$ cat src/rtl/icb_arb_2m1s_pkg.sv
// Shared ICB bus widths and the arbiter state encoding.
package icb_arb_2m1s_pkg;

  localparam int unsigned MemAddrBus = 32;
  localparam int unsigned MemBus     = 32;
  localparam int unsigned MemMaskBus = MemBus / 8;

  typedef enum logic [1:0] {
    ST_IDLE = 2'd0,
    ST_CMD  = 2'd1,
    ST_RSP  = 2'd2
  } arb_state_e;

endpackage

$ cat src/rtl/icb_arb_2m1s_if.sv
// One ICB link (command + response channels); master drives cmd, slave answers.
interface icb_arb_2m1s_if
  import icb_arb_2m1s_pkg::*;
#(
  parameter int AW = MemAddrBus,
  parameter int DW = MemBus
);
  logic            cmd_valid;
  logic            cmd_ready;
  logic [AW-1:0]   cmd_addr;
  logic            cmd_read;
  logic [DW-1:0]   cmd_wdata;
  logic [DW/8-1:0] cmd_wmask;
  logic            rsp_valid;
  logic            rsp_ready;
  logic            rsp_err;
  logic [DW-1:0]   rsp_rdata;

  modport master (
    output cmd_valid, cmd_addr, cmd_read, cmd_wdata, cmd_wmask, rsp_ready,
    input  cmd_ready, rsp_valid, rsp_err, rsp_rdata
  );

  modport slave (
    input  cmd_valid, cmd_addr, cmd_read, cmd_wdata, cmd_wmask, rsp_ready,
    output cmd_ready, rsp_valid, rsp_err, rsp_rdata
  );
endinterface

$ cat src/rtl/icb_arb_2m1s_rr_arb2.sv
// Combinational two-way pick: round-robin against 'last', or fixed with req[0] winning.
module rr_arb2 (
  input  logic [1:0] req,
  input  logic       last,
  input  logic       rr_en,
  output logic       winner
);

  always_comb begin
    winner = 1'b0;
    unique case (req)
      2'b01:   winner = 1'b0;
      2'b10:   winner = 1'b1;
      2'b11:   winner = rr_en ? ~last : 1'b0;
      default: winner = 1'b0;
    endcase
  end

endmodule

$ cat src/rtl/icb_arb_2m1s.sv
// Two-master / one-slave ICB arbiter; grant is locked from command acceptance to response handshake.
module icb_arb_2m1s
  import icb_arb_2m1s_pkg::*;
#(
  parameter int AW    = MemAddrBus,
  parameter int DW    = MemBus,
  parameter int RR_EN = 1
) (
  input  logic           clk,
  input  logic           rst_n,
  icb_arb_2m1s_if.slave  m0_icb,
  icb_arb_2m1s_if.slave  m1_icb,
  icb_arb_2m1s_if.master s_icb,
  output logic           grant,
  output logic           busy
);

  arb_state_e state_q, state_d;
  logic       grant_q, grant_d;
  logic       rr_last_q, rr_last_d;
  logic       winner;
  logic       sel;
  logic       sel_valid;
  logic       cmd_hs;
  logic       rsp_hs;

  logic [AW-1:0]   mux_addr;
  logic [DW-1:0]   mux_wdata;
  logic [DW/8-1:0] mux_wmask;
  logic            mux_read;

  rr_arb2 u_rr_arb2 (
    .req    ({m1_icb.cmd_valid, m0_icb.cmd_valid}),
    .last   (rr_last_q),
    .rr_en  (RR_EN != 0),
    .winner (winner)
  );

  // In IDLE the fresh arbitration result steers the path; otherwise the locked grant does.
  always_comb begin
    sel       = (state_q == ST_IDLE) ? winner : grant_q;
    sel_valid = sel ? m1_icb.cmd_valid : m0_icb.cmd_valid;
    mux_addr  = sel ? m1_icb.cmd_addr  : m0_icb.cmd_addr;
    mux_read  = sel ? m1_icb.cmd_read  : m0_icb.cmd_read;
    mux_wdata = sel ? m1_icb.cmd_wdata : m0_icb.cmd_wdata;
    mux_wmask = sel ? m1_icb.cmd_wmask : m0_icb.cmd_wmask;
  end

  always_comb begin
    s_icb.cmd_valid  = 1'b0;
    s_icb.cmd_addr   = mux_addr;
    s_icb.cmd_read   = mux_read;
    s_icb.cmd_wdata  = mux_wdata;
    s_icb.cmd_wmask  = mux_wmask;
    s_icb.rsp_ready  = 1'b0;
    m0_icb.cmd_ready = 1'b0;
    m1_icb.cmd_ready = 1'b0;
    m0_icb.rsp_valid = 1'b0;
    m0_icb.rsp_err   = 1'b0;
    m0_icb.rsp_rdata = '0;
    m1_icb.rsp_valid = 1'b0;
    m1_icb.rsp_err   = 1'b0;
    m1_icb.rsp_rdata = '0;

    unique case (state_q)
      ST_IDLE, ST_CMD: begin
        s_icb.cmd_valid = sel_valid;
        if (sel) m1_icb.cmd_ready = s_icb.cmd_ready;
        else     m0_icb.cmd_ready = s_icb.cmd_ready;
      end
      ST_RSP: begin
        if (grant_q) begin
          m1_icb.rsp_valid = s_icb.rsp_valid;
          m1_icb.rsp_err   = s_icb.rsp_err;
          m1_icb.rsp_rdata = s_icb.rsp_rdata;
          s_icb.rsp_ready  = m1_icb.rsp_ready;
        end else begin
          m0_icb.rsp_valid = s_icb.rsp_valid;
          m0_icb.rsp_err   = s_icb.rsp_err;
          m0_icb.rsp_rdata = s_icb.rsp_rdata;
          s_icb.rsp_ready  = m0_icb.rsp_ready;
        end
      end
      default: ;
    endcase

    // Handshake outputs are forced low for as long as reset is held, not just after the edge.
    if (!rst_n) begin
      s_icb.cmd_valid  = 1'b0;
      s_icb.rsp_ready  = 1'b0;
      m0_icb.cmd_ready = 1'b0;
      m1_icb.cmd_ready = 1'b0;
      m0_icb.rsp_valid = 1'b0;
      m1_icb.rsp_valid = 1'b0;
      m0_icb.rsp_err   = 1'b0;
      m1_icb.rsp_err   = 1'b0;
    end
  end

  assign cmd_hs = s_icb.cmd_valid & s_icb.cmd_ready;
  assign rsp_hs = s_icb.rsp_valid & s_icb.rsp_ready;

  always_comb begin
    state_d   = state_q;
    grant_d   = grant_q;
    rr_last_d = rr_last_q;
    unique case (state_q)
      ST_IDLE: begin
        if (sel_valid) begin
          grant_d = winner;
          state_d = cmd_hs ? ST_RSP : ST_CMD;
        end
      end
      ST_CMD: begin
        if (cmd_hs) state_d = ST_RSP;
      end
      ST_RSP: begin
        if (rsp_hs) begin
          rr_last_d = grant_q;
          state_d   = ST_IDLE;
        end
      end
      default: state_d = ST_IDLE;
    endcase
  end

  always_ff @(posedge clk or negedge rst_n) begin
    if (!rst_n) begin
      state_q   <= ST_IDLE;
      grant_q   <= 1'b0;
      rr_last_q <= 1'b1;
    end else begin
      state_q   <= state_d;
      grant_q   <= grant_d;
      rr_last_q <= rr_last_d;
    end
  end

  assign grant = grant_q;
  assign busy  = (state_q != ST_IDLE);

endmodule

$ cat src/flat_wrapper.sv
// flat-port wrapper written by rule: the top's interface ports become plain ports
module icb_arb_2m1s_flat import icb_arb_2m1s_pkg::*;
#(
  parameter int AW    = MemAddrBus,
  parameter int DW    = MemBus,
  parameter int RR_EN = 1
)
  (clk, rst_n, grant, busy, m0_icb_cmd_valid, m0_icb_cmd_addr, m0_icb_cmd_read, m0_icb_cmd_wdata, m0_icb_cmd_wmask, m0_icb_rsp_ready, m0_icb_cmd_ready, m0_icb_rsp_valid, m0_icb_rsp_err, m0_icb_rsp_rdata, m1_icb_cmd_valid, m1_icb_cmd_addr, m1_icb_cmd_read, m1_icb_cmd_wdata, m1_icb_cmd_wmask, m1_icb_rsp_ready, m1_icb_cmd_ready, m1_icb_rsp_valid, m1_icb_rsp_err, m1_icb_rsp_rdata, s_icb_cmd_valid, s_icb_cmd_addr, s_icb_cmd_read, s_icb_cmd_wdata, s_icb_cmd_wmask, s_icb_rsp_ready, s_icb_cmd_ready, s_icb_rsp_valid, s_icb_rsp_err, s_icb_rsp_rdata);
  icb_arb_2m1s_if #(.AW(AW), .DW(DW)) m0_icb_i ();
  icb_arb_2m1s_if #(.AW(AW), .DW(DW)) m1_icb_i ();
  icb_arb_2m1s_if #(.AW(AW), .DW(DW)) s_icb_i ();
  input  logic clk;
  input  logic rst_n;
  output logic grant;
  output logic busy;
  input wire logic [$bits(m0_icb_i.cmd_valid)-1:0] m0_icb_cmd_valid;
  input wire logic [$bits(m0_icb_i.cmd_addr)-1:0] m0_icb_cmd_addr;
  input wire logic [$bits(m0_icb_i.cmd_read)-1:0] m0_icb_cmd_read;
  input wire logic [$bits(m0_icb_i.cmd_wdata)-1:0] m0_icb_cmd_wdata;
  input wire logic [$bits(m0_icb_i.cmd_wmask)-1:0] m0_icb_cmd_wmask;
  input wire logic [$bits(m0_icb_i.rsp_ready)-1:0] m0_icb_rsp_ready;
  output wire logic [$bits(m0_icb_i.cmd_ready)-1:0] m0_icb_cmd_ready;
  output wire logic [$bits(m0_icb_i.rsp_valid)-1:0] m0_icb_rsp_valid;
  output wire logic [$bits(m0_icb_i.rsp_err)-1:0] m0_icb_rsp_err;
  output wire logic [$bits(m0_icb_i.rsp_rdata)-1:0] m0_icb_rsp_rdata;
  input wire logic [$bits(m1_icb_i.cmd_valid)-1:0] m1_icb_cmd_valid;
  input wire logic [$bits(m1_icb_i.cmd_addr)-1:0] m1_icb_cmd_addr;
  input wire logic [$bits(m1_icb_i.cmd_read)-1:0] m1_icb_cmd_read;
  input wire logic [$bits(m1_icb_i.cmd_wdata)-1:0] m1_icb_cmd_wdata;
  input wire logic [$bits(m1_icb_i.cmd_wmask)-1:0] m1_icb_cmd_wmask;
  input wire logic [$bits(m1_icb_i.rsp_ready)-1:0] m1_icb_rsp_ready;
  output wire logic [$bits(m1_icb_i.cmd_ready)-1:0] m1_icb_cmd_ready;
  output wire logic [$bits(m1_icb_i.rsp_valid)-1:0] m1_icb_rsp_valid;
  output wire logic [$bits(m1_icb_i.rsp_err)-1:0] m1_icb_rsp_err;
  output wire logic [$bits(m1_icb_i.rsp_rdata)-1:0] m1_icb_rsp_rdata;
  output wire logic [$bits(s_icb_i.cmd_valid)-1:0] s_icb_cmd_valid;
  output wire logic [$bits(s_icb_i.cmd_addr)-1:0] s_icb_cmd_addr;
  output wire logic [$bits(s_icb_i.cmd_read)-1:0] s_icb_cmd_read;
  output wire logic [$bits(s_icb_i.cmd_wdata)-1:0] s_icb_cmd_wdata;
  output wire logic [$bits(s_icb_i.cmd_wmask)-1:0] s_icb_cmd_wmask;
  output wire logic [$bits(s_icb_i.rsp_ready)-1:0] s_icb_rsp_ready;
  input wire logic [$bits(s_icb_i.cmd_ready)-1:0] s_icb_cmd_ready;
  input wire logic [$bits(s_icb_i.rsp_valid)-1:0] s_icb_rsp_valid;
  input wire logic [$bits(s_icb_i.rsp_err)-1:0] s_icb_rsp_err;
  input wire logic [$bits(s_icb_i.rsp_rdata)-1:0] s_icb_rsp_rdata;
  assign m0_icb_i.cmd_valid = m0_icb_cmd_valid;
  assign m0_icb_i.cmd_addr = m0_icb_cmd_addr;
  assign m0_icb_i.cmd_read = m0_icb_cmd_read;
  assign m0_icb_i.cmd_wdata = m0_icb_cmd_wdata;
  assign m0_icb_i.cmd_wmask = m0_icb_cmd_wmask;
  assign m0_icb_i.rsp_ready = m0_icb_rsp_ready;
  assign m0_icb_cmd_ready = m0_icb_i.cmd_ready;
  assign m0_icb_rsp_valid = m0_icb_i.rsp_valid;
  assign m0_icb_rsp_err = m0_icb_i.rsp_err;
  assign m0_icb_rsp_rdata = m0_icb_i.rsp_rdata;
  assign m1_icb_i.cmd_valid = m1_icb_cmd_valid;
  assign m1_icb_i.cmd_addr = m1_icb_cmd_addr;
  assign m1_icb_i.cmd_read = m1_icb_cmd_read;
  assign m1_icb_i.cmd_wdata = m1_icb_cmd_wdata;
  assign m1_icb_i.cmd_wmask = m1_icb_cmd_wmask;
  assign m1_icb_i.rsp_ready = m1_icb_rsp_ready;
  assign m1_icb_cmd_ready = m1_icb_i.cmd_ready;
  assign m1_icb_rsp_valid = m1_icb_i.rsp_valid;
  assign m1_icb_rsp_err = m1_icb_i.rsp_err;
  assign m1_icb_rsp_rdata = m1_icb_i.rsp_rdata;
  assign s_icb_cmd_valid = s_icb_i.cmd_valid;
  assign s_icb_cmd_addr = s_icb_i.cmd_addr;
  assign s_icb_cmd_read = s_icb_i.cmd_read;
  assign s_icb_cmd_wdata = s_icb_i.cmd_wdata;
  assign s_icb_cmd_wmask = s_icb_i.cmd_wmask;
  assign s_icb_rsp_ready = s_icb_i.rsp_ready;
  assign s_icb_i.cmd_ready = s_icb_cmd_ready;
  assign s_icb_i.rsp_valid = s_icb_rsp_valid;
  assign s_icb_i.rsp_err = s_icb_rsp_err;
  assign s_icb_i.rsp_rdata = s_icb_rsp_rdata;
  icb_arb_2m1s #(.AW(AW), .DW(DW), .RR_EN(RR_EN)) u_core (.clk(clk), .rst_n(rst_n), .m0_icb(m0_icb_i), .m1_icb(m1_icb_i), .s_icb(s_icb_i), .grant(grant), .busy(busy));
endmodule
$ cat config.mk
export PLATFORM = sky130hd
export DESIGN_NAME = icb_arb_2m1s_flat
export DESIGN_NICKNAME = d
export VERILOG_FILES = /design/src/rtl/icb_arb_2m1s_pkg.sv /design/src/rtl/icb_arb_2m1s_if.sv /design/src/rtl/icb_arb_2m1s_rr_arb2.sv /design/src/rtl/icb_arb_2m1s.sv /design/src/flat_wrapper.sv
export SDC_FILE = /design/constraint.sdc
export NUM_CORES = 1
export LEC_CHECK = 0
export CAP_MARGIN = 20
export CORE_AREA = 10 10 116 118
export CTS_CLUSTER_SIZE = 40
export DETAILED_ROUTE_END_ITERATION = 8
export DIE_AREA = 0 0 126 128
export GPL_ROUTABILITY_DRIVEN = 0
export HOLD_SLACK_MARGIN = 0.02
export PLACE_DENSITY = 0.74
export SYNTH_ARGS = -nofsm -noshare
export SYNTH_HDL_FRONTEND = slang
export SYNTH_SLANG_ARGS = --single-unit
$ cat constraint.sdc
create_clock -name clk -period 4.36 [get_ports clk]
set_input_delay 0.872 -clock clk [delete_from_list [all_inputs] [get_ports clk]]
set_output_delay 0.872 -clock clk [all_outputs]
set_load 0.02 [all_outputs]
# Word-level counts from Yosys, hierarchy flattened
# Index checks and enable logic that the tools add are counted.
dict set report classes {
  n_reduce_logical 6
  bitwise 3
  eq_ne 7
  mux 39
}
# op n
set ops {}
lappend ops {{$mux W32} 6}
lappend ops {{$mux W1} 26}
lappend ops {{$mux W2} 4}
lappend ops {{$eq A2 B2 Y1 const B} 3}
lappend ops {{$ne A2 B1 Y1 const B} 3}
lappend ops {{$pmux W2 S3} 1}
lappend ops {{$mux W4} 1}
lappend ops {{$reduce_and A2 Y1} 2}
lappend ops {{$reduce_and A3 Y1} 1}
lappend ops {{$and A1 B1 Y1} 2}
lappend ops {{$eq A2 B1 Y1 const B} 1}
lappend ops {{$logic_not A2 Y1} 1}
lappend ops {{$pmux W1 S2} 1}
lappend ops {{$reduce_bool A2 Y1} 1}
lappend ops {{$reduce_or A2 Y1} 1}
lappend ops {{$not A1 Y1} 1}
dict set report totals {
  input_bits 179
  register_bits 4
  output_inout_bits 143
}

# Longest topological paths before layout
dict set report depth {
  depth_word 10
  depth_mapped 5
  ltp_nobuf 3
}

# Cells and area by module
# A second synthesis with hierarchy kept.
dict set report hier_totals {
  cells_unflattened 185
  area_unflattened_um2 1569.0
}
# module instances cells_each area_per_inst_um2
set by_module_without_submodules {}
lappend by_module_without_submodules {icb_arb_2m1s 1 183 1555.2}
lappend by_module_without_submodules {rr_arb2 1 2 13.8}

# Worst setup path before layout
# Ideal clock, no wire load.
dict set report synth_timing {
  path_kind {in2out}
  startpoint {input port m1_icb_cmd_valid}
  endpoint {output port s_icb_cmd_addr[10]}
  cell_stages 4
  t_arrival_ns 1.905
  setup_slack_ns 1.583
  path_buffers 1
  path_cell_list {a21boi_2 > a21oi_4 > buf_6 > mux2_1}
}
dict set report synth_between {
  elab_chain_len 4
  elab_cells_between_ends 5
  cone_classes {eq/ne: 2; mux: 3}
}
# element line
set synth_rtl {}
lappend synth_rtl {{start, declared} flat_wrapper.sv:26} ;# input wire logic [$bits(m1_icb_i.cmd_valid)-1:0] m1_icb_cmd_valid;
lappend synth_rtl {{$eq A2 B2 Y1} icb_arb_2m1s_rr_arb2.sv:11} ;# unique case (req)
lappend synth_rtl {{$pmux W1 S2 *} icb_arb_2m1s_rr_arb2.sv:11}
lappend synth_rtl {{$mux W1 *} icb_arb_2m1s.sv:41} ;# sel = (state_q == ST_IDLE) ? winner : grant_q;
lappend synth_rtl {{$mux W32 *} icb_arb_2m1s.sv:43} ;# mux_addr = sel ? m1_icb.cmd_addr : m0_icb.cmd_addr;
lappend synth_rtl {{end, declared} flat_wrapper.sv:37} ;# output wire logic [$bits(s_icb_i.cmd_addr)-1:0] s_icb_cmd_addr;
# Mark *: on every way between the ends. The rest lies on a longest branch, timed or not.

# Final worst setup path
dict set report layout_timing {
  startpoint {input port m0_icb_cmd_valid}
  endpoint {output port s_icb_cmd_addr[16]}
}
dict set report layout_between {
  elab_chain_len 4
  elab_cells_between_ends 5
  cone_classes {eq/ne: 2; mux: 3}
}
# element line
set layout_rtl {}
lappend layout_rtl {{start, declared} flat_wrapper.sv:16} ;# input wire logic [$bits(m0_icb_i.cmd_valid)-1:0] m0_icb_cmd_valid;
lappend layout_rtl {{$eq A2 B2 Y1} icb_arb_2m1s_rr_arb2.sv:11}
lappend layout_rtl {{$pmux W1 S2 *} icb_arb_2m1s_rr_arb2.sv:11}
lappend layout_rtl {{$mux W1 *} icb_arb_2m1s.sv:41}
lappend layout_rtl {{$mux W32 *} icb_arb_2m1s.sv:43}
# Marked as above.

==> run summary <==
Synthesis instantiated 27 different standard cells from the library. sky130_fd_sc_hd__mux2_2 takes more of the synthesized area than any other cell. The fraction of final layout cells with drive strength greater than 1 works out to 0.1483.

Yosys attributes the largest share of cell area to sky130_fd_sc_hd__mux2_2, sky130_fd_sc_hd__and2_1, sky130_fd_sc_hd__buf_6, sky130_fd_sc_hd__dfrtp_1, sky130_fd_sc_hd__mux2_1. The tool flagged a number of max-cap violations equal to 0. The run gives 0.0009345 W as the reported net switching power. The path class of the tightest hold or removal check is flop to flop. The placed instances occupy a cell area of 4931 sq um. The run gives 3.11 ns as the data arrival time of the critical path.

The internal portion of the total power is 0.001158 W. Yosys mapped a number of flops with a built-in enable equal to 0. The relative contribution of combinational cells to total power came out at 0.887. Maximum buffer depth of the clock tree: 2. For the number of antenna violations at the first check in global routing, the log shows 0.

The run gives 11,220 sq um as the core box area. By count the netlist is led by sky130_fd_sc_hd__and2_1, sky130_fd_sc_hd__mux2_2, sky130_fd_sc_hd__buf_6. For the final design area excluding fillers, the log shows 5010 sq um.

In the routed layout, each cell is associated on average with a via count of 4.107. In the detailed route, the total length drawn on met3 is 1660 um. In the synthesized netlist the dominant register cell turns out to be sky130_fd_sc_hd__dfrtp_1.

The number of cells on the worst reg-to-reg path works out to 3. The switching share of total power was 0.4465; the total overflow reported by the global router was 0. Measured along the x axis, the die boundary spans 126 um. The count of inserted antenna diode cells came out at 0. In this run the register-to-register setup slack is 2.80 ns. For the worst setup path, the data required time is 3.49 ns. For this block, the initial DRC count from the detailed router was 53. Setup repair after global routing left no endpoint under its margin. In this run the mean area of a mapped cell was 8.704 sq um. Share of the synthesized area in the top cell type: 0.4476.

By startpoint and endpoint, the worst setup path is classified as input port to primary output. Dividing the detail-routed wire length by the instance count gives 21.57 um. The sum of negative setup slack is 0 ns, and the count of hold-fix buffers inserted at cts is 0.

In this run the vertical extent of the chip is 128 um. TritonCTS built the clock tree. The number of cells on the worst hold path came out at 1. After clock tree synthesis, the clock-pin slew on the worst setup and hold paths is 0.03 ns. In this run the worst path has a maximum fanout of 70. The tools report the number of buffers added for setup after CTS as 0.

The run gives 0 as the number of endpoints failing setup at the final stage. The largest net degree at the start of global routing is 71, and the number of buffer cells added on primary ports is 321. Counting flops and latches in the post-synthesis netlist gives 4.

Sequential share of the synthesized area: 0.06294. The remaining number of nets flagged by the antenna check after routing is 0. The sequential group share of total power was 0.042; the number of global-route vias before repair was 3,042. The first global-routing pass estimated 19,850 um of wire. Number of hold-slack violations in the final timing report: 0.

The overall power after layout came out at 0.002093 W. The pre-antenna-repair detailed-routing pass consisted of 4 iterations. The worst setup path is captured at a primary output. The end point of the most critical hold path was u_core.state_q[0]. Relative to the synthesized area, the layout overhead comes to 211.1%.

The leakage power total is 1.896 nW, and the maximum achievable frequency is 0.2512 GHz. The floorplan has 39 rows. The clock tree root driver cell was sky130_fd_sc_hd__clkbuf_16. The time the worst path needs with I/O delays and setup was 3.981 ns; the estimated wirelength of the detail-placed design was 12,280 um.

The flow ran to the end, and the final reports show no timing, DRC or antenna violations. The fraction of registers with async set/reset was 1.000; the CTS sink count was 4. Worst clock skew on the final layout: 0.002126 ns. The detailed-route wire length on metal 1 came out at 5192 um. Counting tap cells, the placed design contains a total of 638 instances.

The number of buffers created by CTS is 3, and the number of H-tree levels is 1. Number of instances resized during post-cts repair: 0. The final clock period utilization by the worst path is 0.9131. At the pin with the least slew margin, the transition time is 0.4205 ns.

The routed layout has 2,637 vias. The worst slew slack as a fraction of its limit is 0.7197, and the post-synthesis cell count is 185. The critical path startpoint category is an input port. The die outline area was 16,130 sq um. The highest metal layer with signal wires was met4. In this run the most critical hold path is launched from u_core.state_q[1]. The total wirelength of the detailed-routed design was 13,850 um; the number of max-slew violations in the final report was 0.

The number of nets in the synthesized netlist is 364. Number of top-level pins: 322. For the insertion delay of the later-clocked pin in the worst-skew pair, the log shows 0.23 ns. Dividing total power by cell area gives a power density of 417.8 nW/um^2.

DRC violations left: 0. Yosys printed 0 warnings. The worst register-to-register path ends at u_core.rr_last_q. The total global routing track utilization was 0.1577; the final standard cell count with taps included and fillers excluded was 642. The tools report the post-synthesis instance area as 1610 sq um.

For the clock share of power, the log shows 0.070. The effective utilization at floorplan was 0.1435. The worst flop-to-flop path startpoint is u_core.grant. The number of nets in the layout was 679. The worst-case IR drop observed on VDD is 0.3133 mV.

On the final layout, the worst hold slack is 0.5648 ns. The total length of routed met2 wires was 6939 um.
==> critical path: stages <==
cell,delay [ns]
sky130_fd_sc_hd__clkdlybuf4s50_1,0.58
sky130_fd_sc_hd__a21boi_2,0.12
sky130_fd_sc_hd__a21oi_4,0.18
sky130_fd_sc_hd__buf_12,0.34
sky130_fd_sc_hd__mux2_2,0.40
sky130_fd_sc_hd__clkdlybuf4s50_1,0.59
==> routing by layer <==
| layer | GRT usage | up-vias |
|---|---|---|
| met5 | 0 | - |
| met4 | 0.02009 | 0 |
| met3 | 0.07610 | 5 |
| met2 | 0.2858 | 193 |
| met1 | 0.1659 | 1173 |
| li1 | - | 1266 |
==> how the worst max path moves through the flow <==
| stage | start | end | depth (start not counted) |
|---|---|---|---|
| 6_report | m0_icb_cmd_valid | s_icb_cmd_addr[16] | 6 |
| 5_1_grt | m0_icb_cmd_valid | s_icb_cmd_addr[16] | 6 |
| 4_1_cts | m0_icb_cmd_valid | s_icb_cmd_wdata[12] | 6 |
| 3_5_place_dp | m0_icb_cmd_valid | s_icb_cmd_wdata[10] | 6 |
| 3_3_place_gp | m0_icb_cmd_valid | s_icb_cmd_wdata[12] | 6 |
| 2_1_floorplan | m1_icb_cmd_valid | s_icb_cmd_addr[10] | 4 |
==> layout by cell type, fill, tap and decap left out, types with 2 or more instances in the layout <==
cell and instances:
sky130_fd_sc_hd__mux2_1 6, sky130_fd_sc_hd__nand2b_1 2, sky130_fd_sc_hd__buf_4 2, sky130_fd_sc_hd__clkdlybuf4s50_1 321, sky130_fd_sc_hd__nand3b_1 2, sky130_fd_sc_hd__mux2i_1 2
sky130_fd_sc_hd__dfrtp_1 3, sky130_fd_sc_hd__inv_1 3, sky130_fd_sc_hd__and3_1 4, sky130_fd_sc_hd__o22ai_1 2, sky130_fd_sc_hd__nor2_1 6, sky130_fd_sc_hd__mux2_2 64
sky130_fd_sc_hd__and2_1 64, sky130_fd_sc_hd__clkbuf_16 3
==> sequential cells by signal, indices dropped and copies added (netlist names) <==
register	flops
u_core.rr_last_q	1
u_core.grant	1
u_core.state_q	2
==> power by group through the flow <==
stage          sequential [W]  clock (W)  combinational (W)
6_report            0.0000889   0.000148            0.00186
5_1_grt             0.0000938   0.000153            0.00194
4_1_cts             0.0000900   0.000149            0.00188
3_5_place_dp        0.0000898          0            0.00187
3_3_place_gp        0.0000882          0            0.00186
2_1_floorplan       0.0000762          0            0.00105
==> final cells by class <==
cell class | instances | area (sq um)
Timing Repair Buffer | 324 | 3248
Clock buffer | 4 | 78.83
Fill cell | 1075 | 6213
Sequential cell | 4 | 101.3
Inverter | 3 | 11.26
Tap cell | 143 | 178.9
Multi-Input combinational cell | 164 | 1391
==> logic make-up after synthesis <==
| logic type | synth area share |
|---|---|
| AO/OA/AOI/OAI | 0.05284 |
| buffers and inverters | 0.07304 |
| flip-flops | 0.06294 |
| multiplexers | 0.5019 |
| AND/OR/NAND/NOR | 0.3092 |
==> stage by stage <==
step             util  setup slack [ns]
2_1_floorplan       -             1.583
3_3_place_gp   0.4394            0.3835
3_5_place_dp   0.4394            0.3903
4_1_cts        0.4464            0.3783
5_1_grt        0.4464            0.2860
6_report       0.4464            0.3788
Power figures use the tool's default switching activity.
